File: src/rtl/lut_driver_if.sv
// Request/response port between system logic and the lookup-table controller.
// Valid/ready: a request transfers on a rising edge where reqValid and reqReady are both 1; rspValid is a one-cycle strobe with no backpressure.
interface lut_driver_if #(
    parameter int ADDR_W = 4,
    parameter int DATA_W = 4
);
    logic              reqValid;
    logic              reqReady;
    logic              reqWrite;
    logic [ADDR_W-1:0] reqAddr;
    logic [DATA_W-1:0] reqData;
    logic              rspValid;
    logic [DATA_W-1:0] rspData;
    logic [ADDR_W-1:0] rspAddr;
    logic              initDone;
    logic              dbgState;

    modport master (
        output reqValid, reqWrite, reqAddr, reqData,
        input  reqReady, rspValid, rspData, rspAddr, initDone, dbgState
    );

    modport slave (
        input  reqValid, reqWrite, reqAddr, reqData,
        output reqReady, rspValid, rspData, rspAddr, initDone, dbgState
    );
endinterface

File: src/rtl/lut_driver.sv
// Initiator-side controller for the lookup table: clears the table after reset,
// then serves single read/write requests with fully pipelined read returns.
module lut_driver #(
    parameter int               ADDR_W   = 4,
    parameter int               DATA_W   = 4,
    parameter int               RD_LAT   = 1,
    parameter logic [DATA_W-1:0] INIT_VAL = '0
) (
    input  logic              clk,
    input  logic              rst_n,
    lut_driver_if.slave       bus,
    output logic [ADDR_W-1:0] addrW,
    output logic [ADDR_W-1:0] addrR,
    output logic              WE,
    output logic              RE,
    output logic [DATA_W-1:0] dataIn,
    input  logic [DATA_W-1:0] dataOut
);
    typedef enum logic {
        ST_INIT = 1'b0,
        ST_IDLE = 1'b1
    } state_t;

    localparam logic [ADDR_W:0] CNT_ONE = 1;

    state_t            r_state;
    logic [ADDR_W:0]   r_cnt;
    logic [ADDR_W-1:0] r_addr_w;
    logic [ADDR_W-1:0] r_addr_r;
    logic              r_we;
    logic              r_re;
    logic [DATA_W-1:0] r_data_in;
    logic              r_req_ready;
    logic              r_init_done;
    logic              r_rsp_valid;
    logic [DATA_W-1:0] r_rsp_data;
    logic [ADDR_W-1:0] r_rsp_addr;
    logic [RD_LAT:0]   r_pv;
    logic [ADDR_W-1:0] r_pa [RD_LAT+1];

    logic w_wr_acc;
    logic w_rd_acc;

    assign w_wr_acc = bus.reqValid & r_req_ready & bus.reqWrite;
    assign w_rd_acc = bus.reqValid & r_req_ready & ~bus.reqWrite;

    always_ff @(posedge clk or negedge rst_n) begin
        if (!rst_n) begin
            r_state     <= ST_INIT;
            r_cnt       <= '0;
            r_addr_w    <= '0;
            r_addr_r    <= '0;
            r_we        <= 1'b0;
            r_re        <= 1'b0;
            r_data_in   <= '0;
            r_req_ready <= 1'b0;
            r_init_done <= 1'b0;
            r_rsp_valid <= 1'b0;
            r_rsp_data  <= '0;
            r_rsp_addr  <= '0;
            r_pv        <= '0;
            for (int k = 0; k <= RD_LAT; k++) begin
                r_pa[k] <= '0;
            end
        end else begin
            // Stage RD_LAT lines up with the edge where the table's dataOut is settled.
            r_pv    <= {r_pv[RD_LAT-1:0], w_rd_acc};
            r_pa[0] <= bus.reqAddr;
            for (int k = 1; k <= RD_LAT; k++) begin
                r_pa[k] <= r_pa[k-1];
            end
            r_rsp_valid <= r_pv[RD_LAT];
            if (r_pv[RD_LAT]) begin
                r_rsp_data <= dataOut;
                r_rsp_addr <= r_pa[RD_LAT];
            end

            case (r_state)
                ST_INIT: begin
                    if (!r_cnt[ADDR_W]) begin
                        r_we      <= 1'b1;
                        r_addr_w  <= r_cnt[ADDR_W-1:0];
                        r_data_in <= INIT_VAL;
                        r_cnt     <= r_cnt + CNT_ONE;
                    end else begin
                        r_we        <= 1'b0;
                        r_init_done <= 1'b1;
                        r_req_ready <= 1'b1;
                        r_state     <= ST_IDLE;
                    end
                end
                ST_IDLE: begin
                    r_we <= w_wr_acc;
                    r_re <= w_rd_acc;
                    if (w_wr_acc) begin
                        r_addr_w  <= bus.reqAddr;
                        r_data_in <= bus.reqData;
                    end
                    if (w_rd_acc) begin
                        r_addr_r <= bus.reqAddr;
                    end
                end
                default: r_state <= ST_INIT;
            endcase
        end
    end

    assign addrW        = r_addr_w;
    assign addrR        = r_addr_r;
    assign WE           = r_we;
    assign RE           = r_re;
    assign dataIn       = r_data_in;
    assign bus.reqReady = r_req_ready;
    assign bus.rspValid = r_rsp_valid;
    assign bus.rspData  = r_rsp_data;
    assign bus.rspAddr  = r_rsp_addr;
    assign bus.initDone = r_init_done;
    assign bus.dbgState = r_state;
endmodule
File: src/flat_wrapper.sv
// flat-port wrapper written by rule: the top's interface ports become plain ports
module lut_driver_flat 
#(
    parameter int               ADDR_W   = 4,
    parameter int               DATA_W   = 4,
    parameter int               RD_LAT   = 1,
    parameter logic [DATA_W-1:0] INIT_VAL = '0
)
  (clk, rst_n, addrW, addrR, WE, RE, dataIn, dataOut, bus_reqValid, bus_reqWrite, bus_reqAddr, bus_reqData, bus_reqReady, bus_rspValid, bus_rspData, bus_rspAddr, bus_initDone, bus_dbgState);
  lut_driver_if #(.ADDR_W(ADDR_W), .DATA_W(DATA_W)) bus_i ();
  input  logic clk;
  input  logic rst_n;
  output logic [ADDR_W-1:0] addrW;
  output logic [ADDR_W-1:0] addrR;
  output logic WE;
  output logic RE;
  output logic [DATA_W-1:0] dataIn;
  input  logic [DATA_W-1:0] dataOut;
  input wire logic [$bits(bus_i.reqValid)-1:0] bus_reqValid;
  input wire logic [$bits(bus_i.reqWrite)-1:0] bus_reqWrite;
  input wire logic [$bits(bus_i.reqAddr)-1:0] bus_reqAddr;
  input wire logic [$bits(bus_i.reqData)-1:0] bus_reqData;
  output wire logic [$bits(bus_i.reqReady)-1:0] bus_reqReady;
  output wire logic [$bits(bus_i.rspValid)-1:0] bus_rspValid;
  output wire logic [$bits(bus_i.rspData)-1:0] bus_rspData;
  output wire logic [$bits(bus_i.rspAddr)-1:0] bus_rspAddr;
  output wire logic [$bits(bus_i.initDone)-1:0] bus_initDone;
  output wire logic [$bits(bus_i.dbgState)-1:0] bus_dbgState;
  assign bus_i.reqValid = bus_reqValid;
  assign bus_i.reqWrite = bus_reqWrite;
  assign bus_i.reqAddr = bus_reqAddr;
  assign bus_i.reqData = bus_reqData;
  assign bus_reqReady = bus_i.reqReady;
  assign bus_rspValid = bus_i.rspValid;
  assign bus_rspData = bus_i.rspData;
  assign bus_rspAddr = bus_i.rspAddr;
  assign bus_initDone = bus_i.initDone;
  assign bus_dbgState = bus_i.dbgState;
  lut_driver #(.ADDR_W(ADDR_W), .DATA_W(DATA_W), .RD_LAT(RD_LAT), .INIT_VAL(INIT_VAL)) u_core (.clk(clk), .rst_n(rst_n), .bus(bus_i), .addrW(addrW), .addrR(addrR), .WE(WE), .RE(RE), .dataIn(dataIn), .dataOut(dataOut));
endmodule
File: config.mk
export PLATFORM = sky130hd
export DESIGN_NAME = lut_driver_flat
export DESIGN_NICKNAME = d
export VERILOG_FILES = /design/src/rtl/lut_driver_if.sv /design/src/rtl/lut_driver.sv /design/src/flat_wrapper.sv
export SDC_FILE = /design/constraint.sdc
export NUM_CORES = 1
export LEC_CHECK = 0
export BUFFER_PORTS_ARGS = -buffer_cell sky130_fd_sc_hd__buf_2
export CORE_ASPECT_RATIO = 0.7
export CORE_MARGIN = 5
export CORE_UTILIZATION = 50
export DETAILED_ROUTE_END_ITERATION = 6
export GPL_ROUTABILITY_DRIVEN = 0
export GPL_TIMING_DRIVEN = 0
export MAX_ROUTING_LAYER = met4
export PLACE_DENSITY = 0.79
export SYNTH_ARGS = -nofsm -noshare
export SYNTH_HDL_FRONTEND = slang
export SYNTH_SLANG_ARGS = --single-unit
export TNS_END_PERCENT = 50
File: constraint.sdc
create_clock -name clk -period 1.35 [get_ports clk]
set_clock_uncertainty 0.05 [all_clocks]
set_input_delay 0.0675 -clock clk [delete_from_list [all_inputs] [get_ports clk]]
set_output_delay 0.0675 -clock clk [all_outputs]
set_load 0.01 [all_outputs]
Word-level counts from Yosys, hierarchy flattened
Index checks and enable logic that the tools add are counted.

Register bits: 40. Bits of input ports: 16. Output and inout bits: 26. Logic and storage cells: 39.

Add/subtract/negate cells: 1. Equal/unequal tests: 2. Multiplexer cells: 11. Bitwise logic cells: 6. Reduce and logical (&&, ||, !) cells: 4.

Operators with widths (number): $mux W4 (4); $pmux W4 S2 (2); $reduce_and A2 Y1 (4); $add A5 B1 Y5 const B (1); $mux W5 (1); $ne A2 B2 Y1 const B (2); $and A1 B1 Y1 (3); $mux W1 (3); $not A1 Y1 (3); $pmux W1 S2 (1).

Depth between registers and ports, before layout
Gate-level depths: netlist of the first run.

Word-level depth: 4. Depth in mapped cells: 5.

Worst setup path after synthesis of the first run
Ideal clock, no wire load.

Path kind: register -> register. From: register u_core.r_req_ready, in the netlist u_core.bus.reqReady. To: register u_core.r_addr_r[0], in the netlist u_core.addrR[0]. Arrival: 1.075 ns. Data required time: 1.175 ns. Setup slack: 0.100 ns. Stages on the path, launching flop included: 4. Buffers on the path: 0. Cells stage by stage: dfrtp_1 and3b_2 nand2_4 mux2_4.

Longest elaborated chain between the ends: 3.

Ends and longest elaborated chain: from (decl) (RTL line lut_driver.sv:33) `logic r_req_ready;`; from (signal assigned) (RTL line lut_driver.sv:56) `r_req_ready <= 1'b0;`; from (signal assigned) (RTL line lut_driver.sv:88) `r_req_ready <= 1'b1;`; $and A1 B1 Y1 (2 in series) (RTL line lut_driver.sv:45) `assign w_rd_acc = bus.reqValid & r_req_ready & ~bus.reqWrite;`; named net u_core.w_rd_acc (RTL line lut_driver.sv:42) `logic w_rd_acc;`; $reduce_and A2 Y1 (no source line); to (signal assigned) (RTL line lut_driver.sv:100) `r_addr_r <= bus.reqAddr;`; to (decl) (RTL line lut_driver.sv:29) `logic [ADDR_W-1:0] r_addr_r;`.

The timed path passes the listed nets, and every way through them passes these cells. A chain may end at the register's enable or synchronous reset.

Worst setup path in the final report of the first run
From: register u_core.r_req_ready, in the netlist u_core.bus.reqReady. To: register u_core.r_addr_r[2], in the netlist u_core.addrR[2].

The elaborated chain is that of the path after synthesis.

==> results of run 1 <==
==> synthesized netlist by cell type <==
cell,instances,area share
dfrtp_1,40,0.69
nand2_1,12,0.031
mux2_2,8,0.062
nand3_1,8,0.027
inv_1,4,0.010
mux2_4,4,0.041
o21ai_1,4,0.014
mux2i_1,3,0.021
xnor2_1,3,0.018
buf_4,2,0.010
nand4_1,2,0.0086
nor2_1,2,0.0052
a21o_2,1,0.0060
a21oi_1,1,0.0034
a31o_2,1,0.0060
and3b_2,1,0.0069
and4_4,1,0.0077
buf_2,1,0.0034
buf_6,1,0.0077
ha_1,1,0.0086
nand2_4,1,0.0077
nor2b_1,1,0.0043
o21ai_0,1,0.0034
==> cell type report <==
cell class / instances / area share
plain buffers: 4 / 0.0160
clock buffers: 6 / 0.0372
clock inverters: 2 / 0.0180
inverters: 4 / 0.00770
multi-input cells: 55 / 0.213
flip-flops and latches: 40 / 0.513
well taps: 36 / 0.0231
repair buffers: 54 / 0.172
==> cells by family (layout without fill, tap and decap cells) <==
| logic type | Yosys count | in the layout | share of synthesized area |
|---|---|---|---|
| DFF | 40 | 40 | 0.687 |
| and+or+nand+nor | 28 | 28 | 0.0987 |
| muxes | 15 | 15 | 0.124 |
| AOI/OAI and AO/OA | 8 | 8 | 0.0326 |
| buffers and inverters | 8 | 70 | 0.0317 |
| xor gates and xnor gates | 3 | 3 | 0.0180 |
| adders and majority gates | 1 | 1 | 0.00858 |
==> flip-flops by register name (all words and copies together), names as in the netlist, 2 cells and up <==
register / flops
u_core.r_pv: 2
u_core.addrR: 4
u_core.r_cnt: 5
u_core.r_pa: 8
u_core.dataIn: 4
u_core.bus.rspData: 4
u_core.bus.rspAddr: 4
u_core.addrW: 4
==> how the worst max path moves through the flow <==
stage	end	slack (ns)	cells past startpoint	startpoint
floorplan	u_core.addrR[0]	0.1	3	u_core.bus.reqReady
global placement	u_core.addrW[0]	0.05	5	u_core.bus.dbgState
detailed placement	u_core.dataIn[1]	0.03	5	u_core.bus.dbgState
CTS	u_core.addrW[2]	0.03	5	u_core.bus.dbgState
global route	u_core.addrW[0]	-0.02	5	u_core.bus.dbgState
finish	u_core.addrR[2]	0.06	3	u_core.bus.reqReady
==> stage by stage <==
step	util	worst slack [ns]	std cells	power, mW
final	0.696	0.0579	201	2.62
after global routing	0.696	-0.0174	201	2.73
after CTS	0.694	0.0346	201	2.64
after detailed placement	0.609	0.0327	180	1.69
after global placement	0.609	0.0519	180	1.67
after floorplan	-	0.0998	103	1.52
==> timing repair <==
item,CTS,global route
gates resized for setup,0,2
hold buffers,13,0
hold endpoints to repair,54,0
endpoints found under the setup margin,0,8
==> layer usage <==
metal | track usage | routed length, um
met2 | 0.251 | 1400
met1 | 0.185 | 1190
met5 | - | 0
met4 | 0.0710 | 51
met3 | 0.0542 | 205
==> power by group through the flow <==
stage / registers (mW) / clock network [mW] / logic, mW
floorplan: 1.41 / 0 / 0.111
global placement: 1.37 / 0 / 0.309
detailed placement: 1.37 / 0 / 0.321
CTS: 1.35 / 0.947 / 0.349
global route: 1.36 / 0.991 / 0.378
finish: 1.35 / 0.933 / 0.343
==> flow_metrics.tcl, run 1 <==
set metrics [dict create \
    cp_slowest_cell "dfrtp_1" \
    grt_pass1_wl_mm 4.53 \
    ff2ff_setup_slack_ns 0.06 \
    start_util 0.520 \
    port_buffers 41 \
    final_nets 181 \
    switching_share 0.228 \
    slew_viol_final 0 \
    ir_worst_vdd_mv 0.779 \
    path_class "reg -> reg" \
    cts_tree "built" \
    cts_buffers 5 \
    insertion_delay_ns 0.28 \
    maxCapViolCount 0 \
    pwr-share-clk 0.356 \
    final_cell_mix "42 x buf_2, 40 x dfrtp_1, 13 x dlygate4sd3_1" \
    finalCritPeriodShare 0.957 \
    r2r_cells 3 \
    fin_hold_ws_ns 0.0815 \
    rsz0062_at_grt "yes" \
    seqCellArea_sq_um 1000 \
    nFillCells 199 \
    synthesis.nets 120 \
    rr_endpoint "u_core.addrR[2]" \
    wl_per_cell_um 14.2 \
    cp_top_family "flip-flops" \
    htree_levels 2 \
    min_period_ns 1.29 \
    clockBufferDepth 2 \
    p_switching_mw 0.597 \
    io_pins 42 \
    dpl-instance-area_sq_um 1710 \
    drt_iter0_drc 51 \
    path_max_fanout 6 \
    end_kind "register" \
    fmax_ghz 0.774 \
    vias 969 \
    ctsRootBufferMaster "clkbuf_8" \
    multiInputGateArea_sq_um 415 \
    hold_class "in -> reg" \
    rows 16 \
    p_seq_frac 0.514 \
    critPathRequiredTime_ns 1.47 \
    min_from "bus_reqValid" \
    routed_wl_mm 2.85 \
    seq_area_frac_synth 0.687 \
    grt_max_degree 41 \
    drc 0 \
    combPwrFrac 0.131 \
    ys_seq_elements 40 \
    grt_pass1_vias 982 \
    die-area_sq_um 4110 \
    area_growth_pct 33.8 \
    grtUsageTotal 0.158 \
    dpl.hpwl_mm 1.96 \
    slowest_delay_ns 0.44 \
    internal-power_mw 2.03 \
    antenna_found_initial 0 \
    synth_cells 103 \
    hold_depth 2 \
    yosysUniqueCellTypes 23 \
    drt_first_pass_iters 4 \
    avgViaCountPerCell 4.82 \
    die_w_um 74.5 \
    postRouteAntennaNets 0 \
    tightestPinTransition_ns 0.826 \
    crit_chain "and3b_2 -> nand2_4 -> mux2_4" \
    fp.coreArea_sq_um 2800 \
    final_area_sq_um 1950 \
    avgSynthCellArea_sq_um 14.2 \
    insertedDiodeCount 0 \
    slew_headroom 0.450 \
    synth_warnings 0 \
    mostFrequentLayoutCell "buf_2" \
    crit_arrival_ns 1.42 \
    syn-cell-area_sq_um 1460 \
    dieHeight_um 55.2 \
    cts.sinks 40 \
    path_buf_inv 0 \
    grt-ovfl-total 0 \
    setup_viol 0 \
    post_cts_buffers 0 \
    start_kind "register" \
    min_to "u_core.r_pv[0]" \
    drive_gt1_frac 0.430 \
    cts.clk_slew.worst_paths_ns 0.07 \
    timing.rr.start "u_core.bus.reqReady" \
    total_leakage_power_nw 0.993 \
    status "complete, no violations" \
    hold_violations 0 \
    setup-tns-final_ns 0 \
    power_density_nw_per_um2 1350 \
]
(Power assumes the default switching activity.)
==> inputs of run 2 (changes only) <==
- CORE_MARGIN: 5 -> 4
==> flow_metrics.tcl, run 2 (synthesis results as in run 1) <==
set metrics [dict create \
    path_class "reg -> reg" \
    cts_tree "built" \
    final_area_sq_um 1980 \
    grt_max_degree 41 \
    dieHeight_um 53.2 \
    hold_class "in -> reg" \
    drive_gt1_frac 0.436 \
    min_to "u_core.r_pv[0]" \
    critPathRequiredTime_ns 1.48 \
    wl_met3_um 190 \
    fmax_ghz 0.781 \
    placed_cells_incl_taps 180 \
    nFillCells 191 \
    largest_register_ffs 8 \
    fp.coreArea_sq_um 2780 \
    total_leakage_power_nw 1.01 \
    dpl-instance-area_sq_um 1710 \
    final_cell_mix "42 x buf_2, 40 x dfrtp_1, 13 x dlygate4sd3_1" \
    rows 16 \
    final_cells 201 \
    mostFrequentLayoutCell "buf_2" \
    final_core_util 0.711 \
    routed_wl_mm 2.90 \
    finalCritPeriodShare 0.949 \
    wl_per_cell_um 14.4 \
    min_from "bus_reqValid" \
    largest-register "u_core.r_pa" \
    cts_buffers 5 \
    postRouteAntennaNets 0 \
    insertedDiodeCount 0 \
    multiInputGateArea_sq_um 415 \
    end_kind "register" \
    die_w_um 72.5 \
    min_period_ns 1.28 \
    maxCapViolCount 0 \
    io_pins 42 \
    setup_viol 0 \
    ctsRootBufferMaster "clkbuf_8" \
    grtUsageTotal 0.168 \
    cts.sinks 40 \
    port_buffers 41 \
    worst_slack_ns 0.0692 \
    cts.clk_slew.worst_paths_ns 0.08 \
    drt_first_pass_iters 4 \
    crit_arrival_ns 1.41 \
    seqCellArea_sq_um 1000 \
    avgViaCountPerCell 4.93 \
    final_nets 182 \
    drc 0 \
    hold_violations 0 \
    antenna_found_initial 0 \
    rsz0062_at_grt "no" \
    grt_pass1_wl_mm 4.64 \
    start_util 0.524 \
    start_kind "register" \
    wl_met1_mm 1.22 \
    grt-ovfl-total 0 \
    tightestPinTransition_ns 0.854 \
    htree_levels 2 \
    area_growth_pct 35.8 \
    setup-tns-final_ns 0 \
    fin_hold_ws_ns 0.100 \
    vias 990 \
    rr_endpoint "u_core.addrR[0]" \
    power_density_nw_per_um2 1420 \
    drt_iter0_drc 85 \
    place_ws_ns 0.0439 \
    ir_worst_vdd_mv 0.757 \
    timing.rr.start "u_core.bus.reqReady" \
    path_max_fanout 6 \
    status "complete, no violations" \
    r2r_cells 3 \
    die-area_sq_um 3860 \
    wl_met2_mm 1.42 \
    reg_top3 "u_core.r_pa: 8 flops, u_core.r_cnt: 5 flops" \
    ff2ff_setup_slack_ns 0.07 \
    power_mw 2.81 \
    dpl.hpwl_mm 1.93 \
    dr.max_layer_used "met4" \
    insertion_delay_ns 0.29 \
    clockBufferDepth 2 \
    grt_pass1_vias 995 \
    slew_headroom 0.431 \
    slew_viol_final 0 \
    hold_depth 2 \
]
-- run 2: cell count changes in the layout (fill, tap and decap cells not counted) --
| cell | change |
|---|---|
| clkinv_2 | -1 |
| buf_4 | +1 |
| bufinv_16 | +1 |
| clkbuf_1 | -1 |
-- run 2: what timing repair did --
action / 4_1_cts / 5_1_grt
hold buffers: 13 / 0
setup endpoints to repair: 0 / 10
endpoints found under the hold margin: 53 / 0
resized for setup: 0 / 2
buffers inserted: 0 / 1
-- run 2: how the worst max path moves through the flow --
stage | end | from
final | u_core.addrR[0] | u_core.bus.reqReady
after global placement | u_core.addrW[1] | u_core.bus.dbgState
after CTS | u_core.addrW[2] | u_core.bus.dbgState
after floorplan | u_core.addrR[0] | u_core.bus.reqReady
after detailed placement | u_core.addrW[2] | u_core.bus.dbgState
after global routing | u_core.addrW[2] | u_core.bus.dbgState
-- run 2: layer usage --
layer / vias to the layer above / track usage
li1: 468 / -
met1: 481 / 0.195
met2: 31 / 0.280
met3: 10 / 0.0474
met4: 0 / 0.0675
met5: - / -
-- run 2: area by class of cell --
class,instances,share of cell area
clock buffers,5,0.0348
multi-input cells,55,0.210
plain buffers,4,0.0158
inverters,4,0.00759
flip-flops and latches,40,0.506
repair buffers,55,0.173
well taps,36,0.0228
clock inverters,2,0.0303
-- run 2: where the power goes --
part / internal [mW] / switching [mW]
combinational: 0.179 / 0.166
sequential: 1.30 / 0.0464
clock: 0.727 / 0.390
total: 2.21 / 0.602
-- run 2: critical path: stages, from the launching register on --
cell	delay, ns
dfrtp_1	0.43
and3b_2	0.27
nand2_4	0.12
mux2_4	0.31
